## config.mk

```make
export PLATFORM = sky130hd
export DESIGN_NAME = ulpb_tx_sequencer
export DESIGN_NICKNAME = d
export VERILOG_FILES = /design/src/rtl/ulpb_tx_sequencer_pkg.sv /design/src/rtl/ulpb_tx_buf.sv /design/src/rtl/ulpb_tx_sequencer.sv
export SDC_FILE = /design/constraint.sdc
export NUM_CORES = 1
export LEC_CHECK = 0
export ABC_AREA = 1
export BUFFER_PORTS_ARGS = -buffer_cell sky130_fd_sc_hd__buf_2
export CORE_MARGIN = 10
export CORE_UTILIZATION = 50
export DETAILED_ROUTE_END_ITERATION = 10
export GPL_ROUTABILITY_DRIVEN = 1
export PLACE_DENSITY = 0.66
export SLEW_MARGIN = 20
export SYNTH_ARGS = -nofsm -noshare
export SYNTH_HDL_FRONTEND = slang
export SYNTH_SLANG_ARGS = --single-unit
export TNS_END_PERCENT = 1
```

## constraint.sdc

```tcl
create_clock -name CLK -period 10.53 [get_ports CLK]
set_input_delay 0 -clock CLK [delete_from_list [all_inputs] [get_ports CLK]]
set_output_delay 0 -clock CLK [all_outputs]
set_load 0.05 [all_outputs]
```

## src/rtl/ulpb_tx_sequencer_pkg.sv

```systemverilog
// Shared types for the ULPB TX sequencer: buffer entry layout and FSM states.
// Bus widths normally come from include/ulpb_def.v; local defaults apply when it is absent.
`ifndef ADDR_WIDTH
`define ADDR_WIDTH 8
`endif
`ifndef DATA_WIDTH
`define DATA_WIDTH 32
`endif

package ulpb_tx_sequencer_pkg;

  localparam int ADDR_W = `ADDR_WIDTH;
  localparam int DATA_W = `DATA_WIDTH;

  typedef struct packed {
    logic              prio;
    logic [ADDR_W-1:0] addr;
    logic              last;
    logic [DATA_W-1:0] data;
  } tx_entry_t;

  localparam int ENTRY_W = $bits(tx_entry_t);

  typedef enum logic [2:0] {
    S_IDLE     = 3'd0,
    S_LOAD     = 3'd1,
    S_WAIT_ACK = 3'd2,
    S_ACK_LOW  = 3'd3,
    S_RESP     = 3'd4,
    S_RESP_CLR = 3'd5,
    S_DISCARD  = 3'd6
  } tx_state_t;

endpackage

```

## src/rtl/ulpb_tx_buf.sv

```systemverilog
// Message buffer: words from msg_start up to rd_ptr stay resident so an in-flight
// message can be replayed or skipped; only commit frees them.
module ulpb_tx_buf
  import ulpb_tx_sequencer_pkg::*;
#(
  parameter int DEPTH = 16
) (
  input  logic               CLK,
  input  logic               RESET,
  input  logic               wr_en,
  input  logic [ENTRY_W-1:0] wr_entry,
  input  logic               rd_adv,
  input  logic               rd_rewind,
  input  logic               commit,
  output logic [ENTRY_W-1:0] rd_entry,
  output logic               full
);

  localparam int AW = $clog2(DEPTH);
  localparam logic [AW:0] FULL_OCC = (AW+1)'(DEPTH);

  logic [AW:0]        wr_ptr;
  logic [AW:0]        rd_ptr;
  logic [AW:0]        msg_start;
  logic [AW:0]        occupancy;
  logic [ENTRY_W-1:0] mem [DEPTH];

  always_ff @(posedge CLK or negedge RESET) begin
    if (!RESET) begin
      wr_ptr    <= '0;
      rd_ptr    <= '0;
      msg_start <= '0;
    end else begin
      if (wr_en)
        wr_ptr <= wr_ptr + 1'b1;
      if (rd_rewind)
        rd_ptr <= msg_start;
      else if (rd_adv)
        rd_ptr <= rd_ptr + 1'b1;
      // A commit issued while stepping past the final word frees that word too.
      if (commit)
        msg_start <= rd_adv ? rd_ptr + 1'b1 : rd_ptr;
    end
  end

  always_ff @(posedge CLK) begin
    if (wr_en)
      mem[wr_ptr[AW-1:0]] <= wr_entry;
  end

  assign rd_entry  = mem[rd_ptr[AW-1:0]];
  assign occupancy = wr_ptr - msg_start;
  assign full      = (occupancy == FULL_OCC);

endmodule

```

## src/rtl/ulpb_tx_sequencer.sv

```systemverilog
// Feeds buffered messages into the ULPB node TX handshake and resolves SUCC/FAIL.
// Define ULPB_TX_RETRY_EN to replay failed messages up to MAX_RETRY times before dropping.
module ulpb_tx_sequencer
  import ulpb_tx_sequencer_pkg::*;
#(
  parameter int DEPTH = 16
`ifdef ULPB_TX_RETRY_EN
  , parameter int MAX_RETRY = 3
`endif
) (
  input  logic              CLK,
  input  logic              RESET,
  input  logic              WR_EN,
  input  logic [ADDR_W-1:0] WR_ADDR,
  input  logic [DATA_W-1:0] WR_DATA,
  input  logic              WR_LAST,
  input  logic              WR_PRIO,
  output logic              FULL,
  output logic              BUSY,
  output logic              MSG_DONE,
  output logic              MSG_ERR,
  output logic [ADDR_W-1:0] TX_ADDR,
  output logic [DATA_W-1:0] TX_DATA,
  output logic              TX_PEND,
  output logic              TX_REQ,
  output logic              TX_PRIORITY,
  input  logic              TX_ACK,
  input  logic              TX_SUCC,
  input  logic              TX_FAIL,
  output logic              TX_RESP_ACK
);

  localparam int CW = $clog2(DEPTH) + 1;

  tx_state_t          state, state_nxt;
  logic [CW-1:0]      msg_cnt, msg_cnt_nxt;
  logic               wr_accept, msg_inc, msg_dec;
  logic               wr_first;
  logic [ADDR_W-1:0]  msg_addr;
  logic               msg_prio;
  tx_entry_t          wr_e, rd_e;
  logic [ENTRY_W-1:0] wr_vec, rd_vec;
  logic               rd_adv, rd_rewind, commit;
  logic               cur_last, cur_last_nxt;
  logic               fail_seen, fail_nxt;
  logic [ADDR_W-1:0]  tx_addr_nxt;
  logic [DATA_W-1:0]  tx_data_nxt;
  logic               tx_pend_nxt, tx_req_nxt, tx_prio_nxt, resp_ack_nxt;
  logic               done_nxt, err_nxt, busy_nxt;
`ifdef ULPB_TX_RETRY_EN
  localparam int RW = $clog2(MAX_RETRY + 2);
  logic [RW-1:0]      retry, retry_nxt;
`endif

  assign wr_accept = WR_EN && !FULL;
  assign msg_inc   = wr_accept && WR_LAST;

  // Address and priority belong to the message, so later words reuse the first word's.
  always_ff @(posedge CLK or negedge RESET) begin
    if (!RESET)
      wr_first <= 1'b1;
    else if (wr_accept)
      wr_first <= WR_LAST;
  end

  always_ff @(posedge CLK) begin
    if (wr_accept && wr_first) begin
      msg_addr <= WR_ADDR;
      msg_prio <= WR_PRIO;
    end
  end

  always_comb begin
    wr_e.prio = wr_first ? WR_PRIO : msg_prio;
    wr_e.addr = wr_first ? WR_ADDR : msg_addr;
    wr_e.last = WR_LAST;
    wr_e.data = WR_DATA;
  end

  assign wr_vec = wr_e;
  assign rd_e   = rd_vec;

  ulpb_tx_buf #(
    .DEPTH (DEPTH)
  ) u_buf (
    .CLK       (CLK),
    .RESET     (RESET),
    .wr_en     (wr_accept),
    .wr_entry  (wr_vec),
    .rd_adv    (rd_adv),
    .rd_rewind (rd_rewind),
    .commit    (commit),
    .rd_entry  (rd_vec),
    .full      (FULL)
  );

  always_ff @(posedge CLK or negedge RESET) begin
    if (!RESET) begin
      state       <= S_IDLE;
      msg_cnt     <= '0;
      cur_last    <= 1'b0;
      fail_seen   <= 1'b0;
      TX_ADDR     <= '0;
      TX_DATA     <= '0;
      TX_PEND     <= 1'b0;
      TX_REQ      <= 1'b0;
      TX_PRIORITY <= 1'b0;
      TX_RESP_ACK <= 1'b0;
      MSG_DONE    <= 1'b0;
      MSG_ERR     <= 1'b0;
      BUSY        <= 1'b0;
    end else begin
      state       <= state_nxt;
      msg_cnt     <= msg_cnt_nxt;
      cur_last    <= cur_last_nxt;
      fail_seen   <= fail_nxt;
      TX_ADDR     <= tx_addr_nxt;
      TX_DATA     <= tx_data_nxt;
      TX_PEND     <= tx_pend_nxt;
      TX_REQ      <= tx_req_nxt;
      TX_PRIORITY <= tx_prio_nxt;
      TX_RESP_ACK <= resp_ack_nxt;
      MSG_DONE    <= done_nxt;
      MSG_ERR     <= err_nxt;
      BUSY        <= busy_nxt;
    end
  end

`ifdef ULPB_TX_RETRY_EN
  always_ff @(posedge CLK or negedge RESET) begin
    if (!RESET)
      retry <= '0;
    else
      retry <= retry_nxt;
  end
`endif

  always_comb begin
    state_nxt    = state;
    tx_addr_nxt  = TX_ADDR;
    tx_data_nxt  = TX_DATA;
    tx_pend_nxt  = TX_PEND;
    tx_prio_nxt  = TX_PRIORITY;
    tx_req_nxt   = TX_REQ;
    resp_ack_nxt = TX_RESP_ACK;
    cur_last_nxt = cur_last;
    fail_nxt     = fail_seen;
    done_nxt     = 1'b0;
    err_nxt      = 1'b0;
    rd_adv       = 1'b0;
    rd_rewind    = 1'b0;
    commit       = 1'b0;
    msg_dec      = 1'b0;
`ifdef ULPB_TX_RETRY_EN
    retry_nxt    = retry;
`endif
    case (state)
      S_IDLE: begin
        if (msg_cnt != '0)
          state_nxt = S_LOAD;
      end
      S_LOAD: begin
        if (TX_FAIL) begin
          tx_req_nxt = 1'b0;
          state_nxt  = S_RESP;
        end else begin
          tx_addr_nxt  = rd_e.addr;
          tx_data_nxt  = rd_e.data;
          tx_prio_nxt  = rd_e.prio;
          tx_pend_nxt  = ~rd_e.last;
          cur_last_nxt = rd_e.last;
          tx_req_nxt   = 1'b1;
          state_nxt    = S_WAIT_ACK;
        end
      end
      S_WAIT_ACK: begin
        if (TX_FAIL) begin
          tx_req_nxt = 1'b0;
          state_nxt  = S_RESP;
        end else if (TX_ACK) begin
          tx_req_nxt = 1'b0;
          rd_adv     = 1'b1;
          state_nxt  = S_ACK_LOW;
        end
      end
      S_ACK_LOW: begin
        if (TX_FAIL)
          state_nxt = S_RESP;
        else if (!TX_ACK)
          state_nxt = cur_last ? S_RESP : S_LOAD;
      end
      S_RESP: begin
        if (TX_SUCC || TX_FAIL) begin
          resp_ack_nxt = 1'b1;
          fail_nxt     = TX_FAIL;
          state_nxt    = S_RESP_CLR;
        end
      end
      S_RESP_CLR: begin
        // FAIL wins even if it only overlapped SUCC briefly during the clear.
        fail_nxt = fail_seen | TX_FAIL;
        if (!TX_SUCC && !TX_FAIL) begin
          resp_ack_nxt = 1'b0;
          if (fail_seen) begin
            rd_rewind = 1'b1;
`ifdef ULPB_TX_RETRY_EN
            if (retry < RW'(MAX_RETRY)) begin
              retry_nxt = retry + 1'b1;
              state_nxt = S_IDLE;
            end else begin
              state_nxt = S_DISCARD;
            end
`else
            state_nxt = S_DISCARD;
`endif
          end else begin
            commit    = 1'b1;
            done_nxt  = 1'b1;
            msg_dec   = 1'b1;
            state_nxt = S_IDLE;
`ifdef ULPB_TX_RETRY_EN
            retry_nxt = '0;
`endif
          end
        end
      end
      S_DISCARD: begin
        rd_adv = 1'b1;
        if (rd_e.last) begin
          commit    = 1'b1;
          err_nxt   = 1'b1;
          msg_dec   = 1'b1;
          state_nxt = S_IDLE;
`ifdef ULPB_TX_RETRY_EN
          retry_nxt = '0;
`endif
        end
      end
      default: state_nxt = S_IDLE;
    endcase
    msg_cnt_nxt = msg_cnt + CW'(msg_inc) - CW'(msg_dec);
    busy_nxt    = (state_nxt != S_IDLE) || (msg_cnt_nxt != '0);
  end

endmodule

```

==> flow_summary.json, run 1 <==
{
  "synth-edff-count": 681,
  "cts_tree": "built",
  "yosys_warnings": 0,
  "grt_pass1_vias": 18940,
  "grt_setup_unrepaired": "no",
  "critPathLaunchType": "register",
  "antenna_found_initial": 0,
  "switching_share": 0.3657,
  "drive_above_1_share": 0.1154,
  "die_w_um": 266.3,
  "vias": 19180,
  "wl_per_cell_um": 21.97,
  "numCtsBuffers": 77,
  "worstPathCellList": "clkinv_2 -> buf_4 -> nand3_1 -> nand3_1 -> nand3_1 -> nand2_1 -> nand2_2 -> nand2_2 -> ha_1 -> inv_1 -> ha_1 -> inv_1 -> fa_1 -> xor2_1 -> nand2_1 -> nor2_1 -> nand2_1 -> nor2_1 -> nand4_1",
  "wl_um": 74120,
  "clkPwrFrac": 0.283,
  "worst_setup_path_end_kind": "register",
  "clock_path_buffers": 3,
  "synth-main-ff-cell": "edfxtp_1",
  "io_pins": 96,
  "grt-ovfl-total": 0,
  "grt_pass1_wl_um": 112900,
  "synth_area_leader_cell": "edfxtp_1",
  "slowest_delay_ns": 0.93,
  "clk_pin_slew_ns": 0.06,
  "comb_power_share": 0.310,
  "ant_nets": 0,
  "fin_tns_setup_ns": 0,
  "num-nets-final": 2593,
  "yosys-top-cells-count": "edfxtp_1 (681), nor2_1 (463), nand2_1 (266), o21ai_0 (215), o21ai_1 (136)",
  "fin_crit_sh": 0.4800,
  "slew_viol_final": 0,
  "path_class": "register to register",
  "dr.pass1.iters": 5,
  "final_hold_viol_count": 0,
  "seq_power_share": 0.406,
  "ys_seq_area_frac": 0.7346,
  "antennaDiodeCount": 0,
  "area_delta_synth_final_pct": 13.71,
  "max_slew_margin": 0.2681,
  "outcome": "complete, no violations",
  "dieArea_um2": 70910,
  "cp.arrival_ns": 5.54,
  "drt-vias-per-instance": 5.685,
  "cts_resized": 0,
  "syn_area_um2": 30330,
  "drtIter0Drc": 1846,
  "synth_fp_nets": 2483,
  "placed_cell_area_um2": 31380,
  "skew_ns": 0.01899,
  "grt_usage": 0.2079,
  "fin_area_um2": 34490,
  "place_congestion": 0.8253,
  "hpwl_um": 34980,
  "crit_family": "buffers and inverters",
  "ctsHoldBuffers": 50,
  "irDropWorstVdd_mv": 0.1619,
  "p_leak_uw": 0.01204,
  "setup_violations": 0,
  "h-tree-depth": 3,
  "synthArstFlopShare": 0.09682,
  "max_freq_ghz": 0.1979,
  "worst_skew_pair.late_latency_ns": 0.62,
  "cp.required_ns": 11.01,
  "synth_top_area_share": 0.6743,
  "power_density_nw_per_um2": 285.9,
  "internal_power_uw": 6253,
  "p_switching_uw": 3606,
  "core-area_um2": 60250,
  "final.min_clock_period_ns": 5.054,
  "syn_area_per_cell_um2": 12.54,
  "synth_cell_types": 35,
  "cap_violations": 0,
  "cp_max_fo": 72,
  "tightest_slew_ns": 1.098,
  "fill_cells": 4709,
  "yosysMostFrequentCell": "edfxtp_1",
  "cp_num_buf_inv": 4,
  "initial_core_util": 0.5034,
  "synth-seq-cells": 754,
  "cts-root-buf": "clkbuf_16",
  "fp-row-count": 90,
  "critPathSlowestCell": "dfrtp_4",
  "grt_max_degree": 195,
  "postCtsSetupRepairBufs": 0,
  "portBuffers": 95,
  "min_path_type": "primary input to register",
  "cts.sinks": 754,
  "die_h_um": 266.3,
  "syn-instance-count": 2419,
  "synth_area_leaders": "edfxtp_1 (67%), dfrtp_1 (5.9%), nor2_1 (5.7%), o21ai_0 (3.5%), nand2_1 (3.3%)",
  "drc": 0
}
==> final cells by class <==
class / count / area [um2] / area share
tap: 782 / 978.4 / 0.02837
inverter: 99 / 380.4 / 0.01103
multi-input combinational: 1421 / 7014 / 0.2034
clock inverter: 36 / 419.2 / 0.01215
clock buffer: 106 / 2171 / 0.06295
timing repair buffer: 176 / 1237 / 0.03588
sequential: 754 / 22290 / 0.6462
==> worst register-to-register path: stages (launching register included) <==
cell and delay (ns):
dfrtp_4 0.93, clkinv_2 0.92, buf_4 0.63, nand3_1 0.20
nand3_1 0.08, nand3_1 0.15, nand2_1 0.10, nand2_2 0.14
nand2_2 0.12, ha_1 0.31, inv_1 0.06, ha_1 0.15
inv_1 0.06, fa_1 0.42, xor2_1 0.24, nand2_1 0.09
nor2_1 0.11, nand2_1 0.05, nor2_1 0.08, nand4_1 0.09
==> cells in the final DEF, fill, tap and decap left out, types with 2 or more instances in the layout <==
cell type	netlist	routed
o211ai_2	29	29
nand2_2	2	3
clkbuf_1	76	20
o21ai_0	215	215
clkinv_1	2	12
bufinv_16	0	9
nor2_4	0	18
buf_12	2	2
dlygate4sd3_1	0	49
edfxtp_1	681	681
dfrtp_4	0	2
clkinvlp_4	0	2
o22ai_1	53	53
clkbuf_8	0	5
o21ai_1	136	136
dfrtp_1	72	69
nand3_1	60	60
buf_2	31	94
a21oi_1	78	78
o211ai_1	82	82
ha_1	15	15
buf_4	5	30
nand2_1	266	265
inv_6	0	2
nor2_1	463	446
nor3_1	2	2
xor2_1	8	8
inv_2	3	4
clkbuf_16	0	81
clkinv_2	0	12
nand4_1	3	3
xnor2_1	4	4
inv_1	93	92
==> state kept, by name (all words and copies together), names as in the netlist <==
name             count
BUSY                 1
MSG_DONE             1
MSG_ERR              1
TX_ADDR              8
TX_DATA             32
TX_PEND              1
TX_PRIORITY          1
TX_REQ               1
TX_RESP_ACK          1
cur_last             1
fail_seen            1
msg_addr             8
msg_cnt              5
msg_prio             1
state                3
u_buf.mem          672
u_buf.msg_start      5
u_buf.rd_ptr         5
u_buf.wr_ptr         5
wr_first             1
==> kinds of logic (layout without fill, tap and decap cells) <==
| group | after synthesis | after routing | synth area share |
|---|---|---|---|
| buffers and inverters | 244 | 417 | 0.03862 |
| AO/OA/AOI/OAI | 595 | 595 | 0.1145 |
| adder cells (fa/ha/maj) | 16 | 16 | 0.006848 |
| flip-flops | 754 | 754 | 0.7346 |
| XOR/XNOR | 12 | 12 | 0.003465 |
| AND/OR/NAND/NOR | 798 | 798 | 0.1020 |
==> layer usage <==
metal | share of wire | global-route usage
met4 | 0.031 | 0.08014
met5 | 0 | 0
met3 | 0.061 | 0.03515
met2 | 0.49 | 0.3507
met1 | 0.41 | 0.2654
==> power by group through the flow <==
stage               Combinational [uW]  Clock (uW)  Sequential, uW
finish                            3060        2790            4010
global route                      3390        2950            4040
CTS                               3080        2830            4000
detailed placement                3050           0            4060
global placement                  2960           0            4050
floorplan                         2060           0            4200
==> final timing paths <==
path	end	slack (ns)	start	cells after the start
worst min register to register	MSG_DONE	0.48	fail_seen	1
max in group asynchronous	u_buf.rd_ptr[0]	9.23	RESET	4
worst max-delay path	BUSY	5.48	u_buf.rd_ptr[1]	19
worst min-delay path	msg_addr[3]	0.10	WR_ADDR[3]	2
min in group asynchronous	TX_DATA[29]	0.46	RESET	4
worst max register to register	BUSY	5.48	u_buf.rd_ptr[1]	19
==> metrics by stage <==
step,std cells,utilization,hold slack [ns],total power [uW],setup WS (ns)
after floorplan,2419,-,-0.2956,6261,6.735
after global placement,3182,0.5209,0.02918,7010,5.584
after detailed placement,3182,0.5209,0.03207,7106,5.510
after CTS,3374,0.5724,0.07430,9908,5.485
after global routing,3374,0.5724,0.1116,10390,5.144
final,3374,0.5724,0.1022,9859,5.476
No activity file was read; power rests on OpenSTA's default activity.
==> run 2, diff against run 1 <==
==> constraint.sdc (replaced) <==
create_clock -name CLK -period 5.2 [get_ports CLK]
set_input_delay 0 -clock CLK [delete_from_list [all_inputs] [get_ports CLK]]
set_output_delay 0 -clock CLK [all_outputs]
set_load 0.05 [all_outputs]
==> flow_summary.json, run 2 (synthesis gave the netlist of run 1 again) <==
{
  "outcome": "complete, no violations",
  "r2r-start": "u_buf.rd_ptr[0]",
  "fp-row-count": 90,
  "crit_top_cell": "nand2_1",
  "fin_crit_sh": 0.7462,
  "slowest_delay_ns": 0.88,
  "wl_per_cell_um": 22.01,
  "rr_worst_depth": 20,
  "min_path_type": "primary input to register",
  "grt_pass1_wl_um": 113300,
  "reg2reg_slack_ns": 1.32,
  "wl_um": 74430,
  "power_density_nw_per_um2": 573.5,
  "clkPwrFrac": 0.273,
  "seq_power_share": 0.404,
  "grt_pass1_vias": 19230,
  "hpwl_um": 39940,
  "clock_path_buffers": 3,
  "antennaDiodeCount": 0,
  "io_pins": 96,
  "endpoint": "BUSY",
  "crit_start": "u_buf.rd_ptr[0]",
  "dr.pass1.iters": 7,
  "grt_max_degree": 163,
  "dieArea_um2": 70910,
  "p_leak_uw": 0.01203,
  "worstPathCellList": "inv_8 -> nand2_1 -> nand2_1 -> nand2_1 -> nand3_1 -> nand3_1 -> nand2_1 -> nand2_2 -> nand2_2 -> ha_1 -> inv_1 -> ha_1 -> inv_1 -> fa_1 -> xor2_1 -> nand2_1 -> nor2_1 -> nand2_1 -> nor2_1 -> nand4_1",
  "final.min_clock_period_ns": 3.880,
  "die_h_um": 266.3,
  "cts.sinks": 754,
  "fill_cells": 4775,
  "hold_start": "WR_ADDR[0]",
  "skew_ns": 0.01882,
  "cp_max_fo": 64,
  "die_w_um": 266.3,
  "drive_above_1_share": 0.1177,
  "slew_viol_final": 0,
  "drtIter0Drc": 2004,
  "drt-vias-per-instance": 5.696,
  "h-tree-depth": 3,
  "cts-root-buf": "clkbuf_16",
  "portBuffers": 95,
  "antenna_found_initial": 0,
  "whs_ns": 0.1234,
  "worst-path-stages": 20,
  "grt_setup_unrepaired": "no",
  "initial_core_util": 0.5034,
  "comb_power_share": 0.323,
  "num-nets-final": 2602,
  "clk_pin_slew_ns": 0.06,
  "cp_num_buf_inv": 3,
  "crit_family": "simple AND/OR/NAND/NOR gates",
  "grt_usage": 0.2083,
  "internal_power_uw": 12500,
  "fin_tns_setup_ns": 0,
  "critPathLaunchType": "register",
  "tightest_slew_ns": 1.093,
  "r2r_end": "BUSY",
  "drc": 0,
  "max_slew_margin": 0.2716,
  "largest_register_ffs": 672,
  "core-area_um2": 60250,
  "cp.arrival_ns": 4.35,
  "final_hold_viol_count": 0,
  "ant_nets": 0,
  "worst_skew_pair.late_latency_ns": 0.61,
  "layout_common_cells": "edfxtp_1 (681), nor2_1 (445), nand2_1 (265)",
  "p_switching_uw": 7288,
  "area_delta_synth_final_pct": 13.76,
  "max_freq_ghz": 0.2577,
  "cts_tree": "built",
  "cts_resized": 0,
  "fin_util": 0.5727,
  "grt-ovfl-total": 0,
  "final_common_cell": "edfxtp_1",
  "cap_violations": 0,
  "place_congestion": 0.8168,
  "numCtsBuffers": 77,
  "irDropWorstVdd_mv": 0.3748,
  "cp.required_ns": 5.67,
  "vias": 19260,
  "critPathSlowestCell": "dfrtp_4",
  "worst_setup_path_end_kind": "register",
  "switching_share": 0.3683,
  "setup_violations": 0,
  "path_class": "register to register"
}
## run 2: cell types whose count changed in the layout (fill, tap and decap cells not counted), moves of 2 or more
cell / previous run / this run
clkbuf_1: 20 / 31
clkinv_1: 12 / 2
buf_12: 2 / 8
buf_4: 30 / 34
bufinv_16: 9 / 5
clkbuf_8: 5 / 9
clkbuf_16: 81 / 79
clkinv_2: 12 / 10
clkinvlp_4: 2 / 4
## run 2: worst reg2reg max path, cell delays in order (launching register included)
cell and delay [ns]:
dfrtp_4 0.88, inv_8 0.32, nand2_1 0.19, nand2_1 0.05, nand2_1 0.05, nand3_1 0.07, nand3_1 0.12, nand2_1 0.09
nand2_2 0.14, nand2_2 0.11, ha_1 0.30, inv_1 0.05, ha_1 0.15, inv_1 0.06, fa_1 0.43, xor2_1 0.26
nand2_1 0.08, nor2_1 0.11, nand2_1 0.05, nor2_1 0.10, nand4_1 0.11
## run 2: worst min path at each step
stage / to / slack (ns) / depth (start not counted)
6_report: msg_addr[0] / 0.12 / 2
3_5_place_dp: TX_DATA[4] / -0.04 / 1
2_1_floorplan: BUSY / -0.30 / 0
4_1_cts: msg_addr[0] / 0.09 / 2
3_3_place_gp: TX_DATA[4] / -0.04 / 1
5_1_grt: msg_addr[0] / 0.12 / 2
## run 2: layer usage
metal | wire length, um | GRT usage | up-vias
met5 | 0 | 0 | -
met4 | 1974 | 0.06594 | 0
met3 | 4386 | 0.03589 | 131
met2 | 36670 | 0.3477 | 606
met1 | 31390 | 0.2741 | 9632
li1 | - | - | 8890
## run 2: layout make-up
type / count / area (um2) / share of cell area
repair buffers: 185 / 1376 / 0.03989
clock buffers: 119 / 2217 / 0.06426
clock inverters: 21 / 246.5 / 0.007144
inverters: 99 / 380.4 / 0.01102
multi-input cells: 1421 / 7017 / 0.2034
well taps: 782 / 978.4 / 0.02836
flip-flops and latches: 754 / 22290 / 0.6459
## run 2: through the flow
stage          cell area, um2  std cells  setup slack [ns]  total power [uW]
2_1_floorplan           30330       2419             1.405             12680
3_3_place_gp            31530       3191             1.544             14300
3_5_place_dp            31530       3191             1.390             14480
4_1_cts                 34500       3381             1.388             19900
5_1_grt                 34500       3381             1.033             20860
6_report                34500       3381             1.320             19790
## run 2: power groups by stage
stage / logic [uW] / registers (uW) / clock network (uW)
5_1_grt: 7080 / 8060 / 5720
3_5_place_dp: 6370 / 8110 / 0
3_3_place_gp: 6220 / 8080 / 0
2_1_floorplan: 4170 / 8510 / 0
4_1_cts: 6430 / 7990 / 5470
6_report: 6400 / 7990 / 5390
## run 2: what timing repair did
action	CTS	global route
hold buffers	50	0
hold endpoints to repair	600	0
buffers inserted	0	0
==> run 3, diff against run 2 <==
==> constraint.sdc (replaced) <==
create_clock -name CLK -period 3.7 [get_ports CLK]
set_input_delay 0 -clock CLK [delete_from_list [all_inputs] [get_ports CLK]]
set_output_delay 0 -clock CLK [all_outputs]
set_load 0.05 [all_outputs]
==> flow_summary.json, run 3 (synthesis gave the netlist of run 1 again) <==
{
  "critPathSlowestCell": "dfrtp_1",
  "h-tree-depth": 3,
  "worst_setup_path_end_kind": "register",
  "dr.pass1.iters": 5,
  "setup_violations": 0,
  "slew_viol_final": 0,
  "ant_nets": 0,
  "cp.required_ns": 4.17,
  "vias": 19440,
  "fin_crit_sh": 0.8586,
  "worstPathCellList": "ha_1 -> nand2_1 -> nand2_1 -> nand3_1 -> nand2_1 -> xor2_1 -> nand2_1 -> nand3_1 -> ha_1 -> inv_1 -> ha_1 -> inv_1 -> fa_1 -> xor2_1 -> nand2_1 -> nor2_1 -> nand2_1 -> nor2_1 -> nand4_1",
  "critPathLaunchType": "register",
  "initial_core_util": 0.5034,
  "global_route.usage.met1": 0.2706,
  "final.min_clock_period_ns": 3.177,
  "worst_skew_pair.late_latency_ns": 0.62,
  "power_uw": 28040,
  "grt_usage": 0.2127,
  "core-area_um2": 60250,
  "place_congestion": 0.8634,
  "grt_pass1_wl_um": 114900,
  "power_density_nw_per_um2": 807.0,
  "slowest_delay_ns": 0.44,
  "p_leak_uw": 0.01216,
  "skew_ns": 0.02281,
  "die_w_um": 266.3,
  "drt-vias-per-instance": 5.716,
  "min_path_type": "primary input to asynchronous set/reset pin",
  "outcome": "complete, no violations",
  "num-nets-final": 2617,
  "cts-root-buf": "clkbuf_16",
  "crit_top_cell": "nand2_1",
  "post-place-cells": 3207,
  "largest_register_ffs": 672,
  "max_slew_margin": 0.2472,
  "antenna_found_initial": 1,
  "fin_tns_setup_ns": 0,
  "cap_violations": 0,
  "final_common_cell": "edfxtp_1",
  "drc": 0,
  "area_delta_synth_final_pct": 14.56,
  "numCtsBuffers": 78,
  "layout_common_cells": "edfxtp_1 (681), nor2_1 (445), nand2_1 (265)",
  "max_freq_ghz": 0.3148,
  "grt_pass1_vias": 19300,
  "path_class": "register to register",
  "wl_per_cell_um": 22.34,
  "use_met3": 0.03349,
  "wl_um": 75960,
  "io_pins": 96,
  "clk_pin_slew_ns": 0.06,
  "multiInputGateArea_um2": 7017,
  "fp-row-count": 90,
  "fill_cells": 4742,
  "finalNonFillerCells": 3400,
  "cp.arrival_ns": 3.64,
  "hpwl_um": 38710,
  "cp_max_fo": 6,
  "die_h_um": 266.3,
  "grt_setup_unrepaired": "no",
  "dieArea_um2": 70910,
  "drive_above_1_share": 0.1231,
  "use_met2": 0.3623,
  "clock_path_buffers": 3,
  "tightest_slew_ns": 1.129,
  "irDropWorstVdd_mv": 0.7501,
  "cts.sinks": 754,
  "portBuffers": 95,
  "grt-ovfl-total": 0,
  "cp_num_buf_inv": 2,
  "final_hold_viol_count": 0,
  "whs_ns": 0.1235,
  "cts_tree": "built",
  "fin_util": 0.5767,
  "grt-busiest-layer": "met2",
  "crit_family": "adder cells",
  "layout.area.seq_um2": 22290,
  "grt_max_degree": 197,
  "drtIter0Drc": 1765
}
run 3: cell count changes in the layout (fill, tap and decap cells not counted), sizes merged:
| cell | change |
|---|---|
| bufinv | +3 |
| buf | +15 |
| dlygate4sd3 | -1 |
| inv | +2 |
| clkbuf | -14 |
| clkinv | +15 |
| clkinvlp | -3 |
| diode | +2 |
run 3: worst reg2reg max path, stage by stage, from the launching register on:
cell,delay (ns)
dfrtp_1,0.44
ha_1,0.32
nand2_1,0.09
nand2_1,0.08
nand3_1,0.07
nand2_1,0.07
xor2_1,0.14
nand2_1,0.08
nand3_1,0.10
ha_1,0.29
inv_1,0.06
ha_1,0.15
inv_1,0.06
fa_1,0.43
xor2_1,0.21
nand2_1,0.07
nor2_1,0.11
nand2_1,0.06
nor2_1,0.09
nand4_1,0.10
run 3: what timing repair did:
item                                   4_1_cts  5_1_grt
endpoints found under the hold margin      608        0
hold buffers                                48        0
gates resized for setup                      0        0
setup buffers                                0        0
run 3: power breakdown:
group	switching [uW]	leakage [uW]	internal [uW]
sequential	532	0.00699	10600
combinational	6580	0.00393	2550
clock	3170	0.00124	4600
total	10300	0.0122	17800
run 3: per-stage QoR:
| stage | instance area, um2 | setup slack, ns |
|---|---|---|
| 5_1_grt | 34740 | 0.1913 |
| 2_1_floorplan | 30330 | -0.09513 |
| 3_3_place_gp | 31720 | 0.6676 |
| 3_5_place_dp | 31720 | 0.5424 |
| 4_1_cts | 34730 | 0.4953 |
| 6_report | 34740 | 0.5231 |
run 3: area by class of cell:
type / instances / share of cell area
Antenna cell: 2 / 0.0001441
Clock buffer: 105 / 0.06119
Clock inverter: 38 / 0.01163
Inverter: 99 / 0.01095
Multi-Input combinational cell: 1421 / 0.2020
Sequential cell: 754 / 0.6415
Tap cell: 782 / 0.02816
Timing Repair Buffer: 199 / 0.04448
run 3: worst paths after layout:
| path | depth (start not counted) | end | slack [ns] | start |
|---|---|---|---|---|
| setup / recovery | 19 | BUSY | 0.52 | u_buf.wr_ptr[1] |
| hold / removal | 2 | TX_DATA[5] | 0.12 | RESET |
| setup reg to reg | 19 | BUSY | 0.52 | u_buf.wr_ptr[1] |
| hold reg to reg | 1 | MSG_DONE | 0.48 | fail_seen |
| max in group asynchronous | 3 | TX_DATA[15] | 2.64 | RESET |
| min in group CLK | 2 | msg_prio | 0.13 | WR_PRIO |
run 3: layer usage:
metal	part of all wire	routed length, um
met5	0	0
met4	0.030	2294
met1	0.41	31140
met3	0.068	5136
met2	0.49	37390
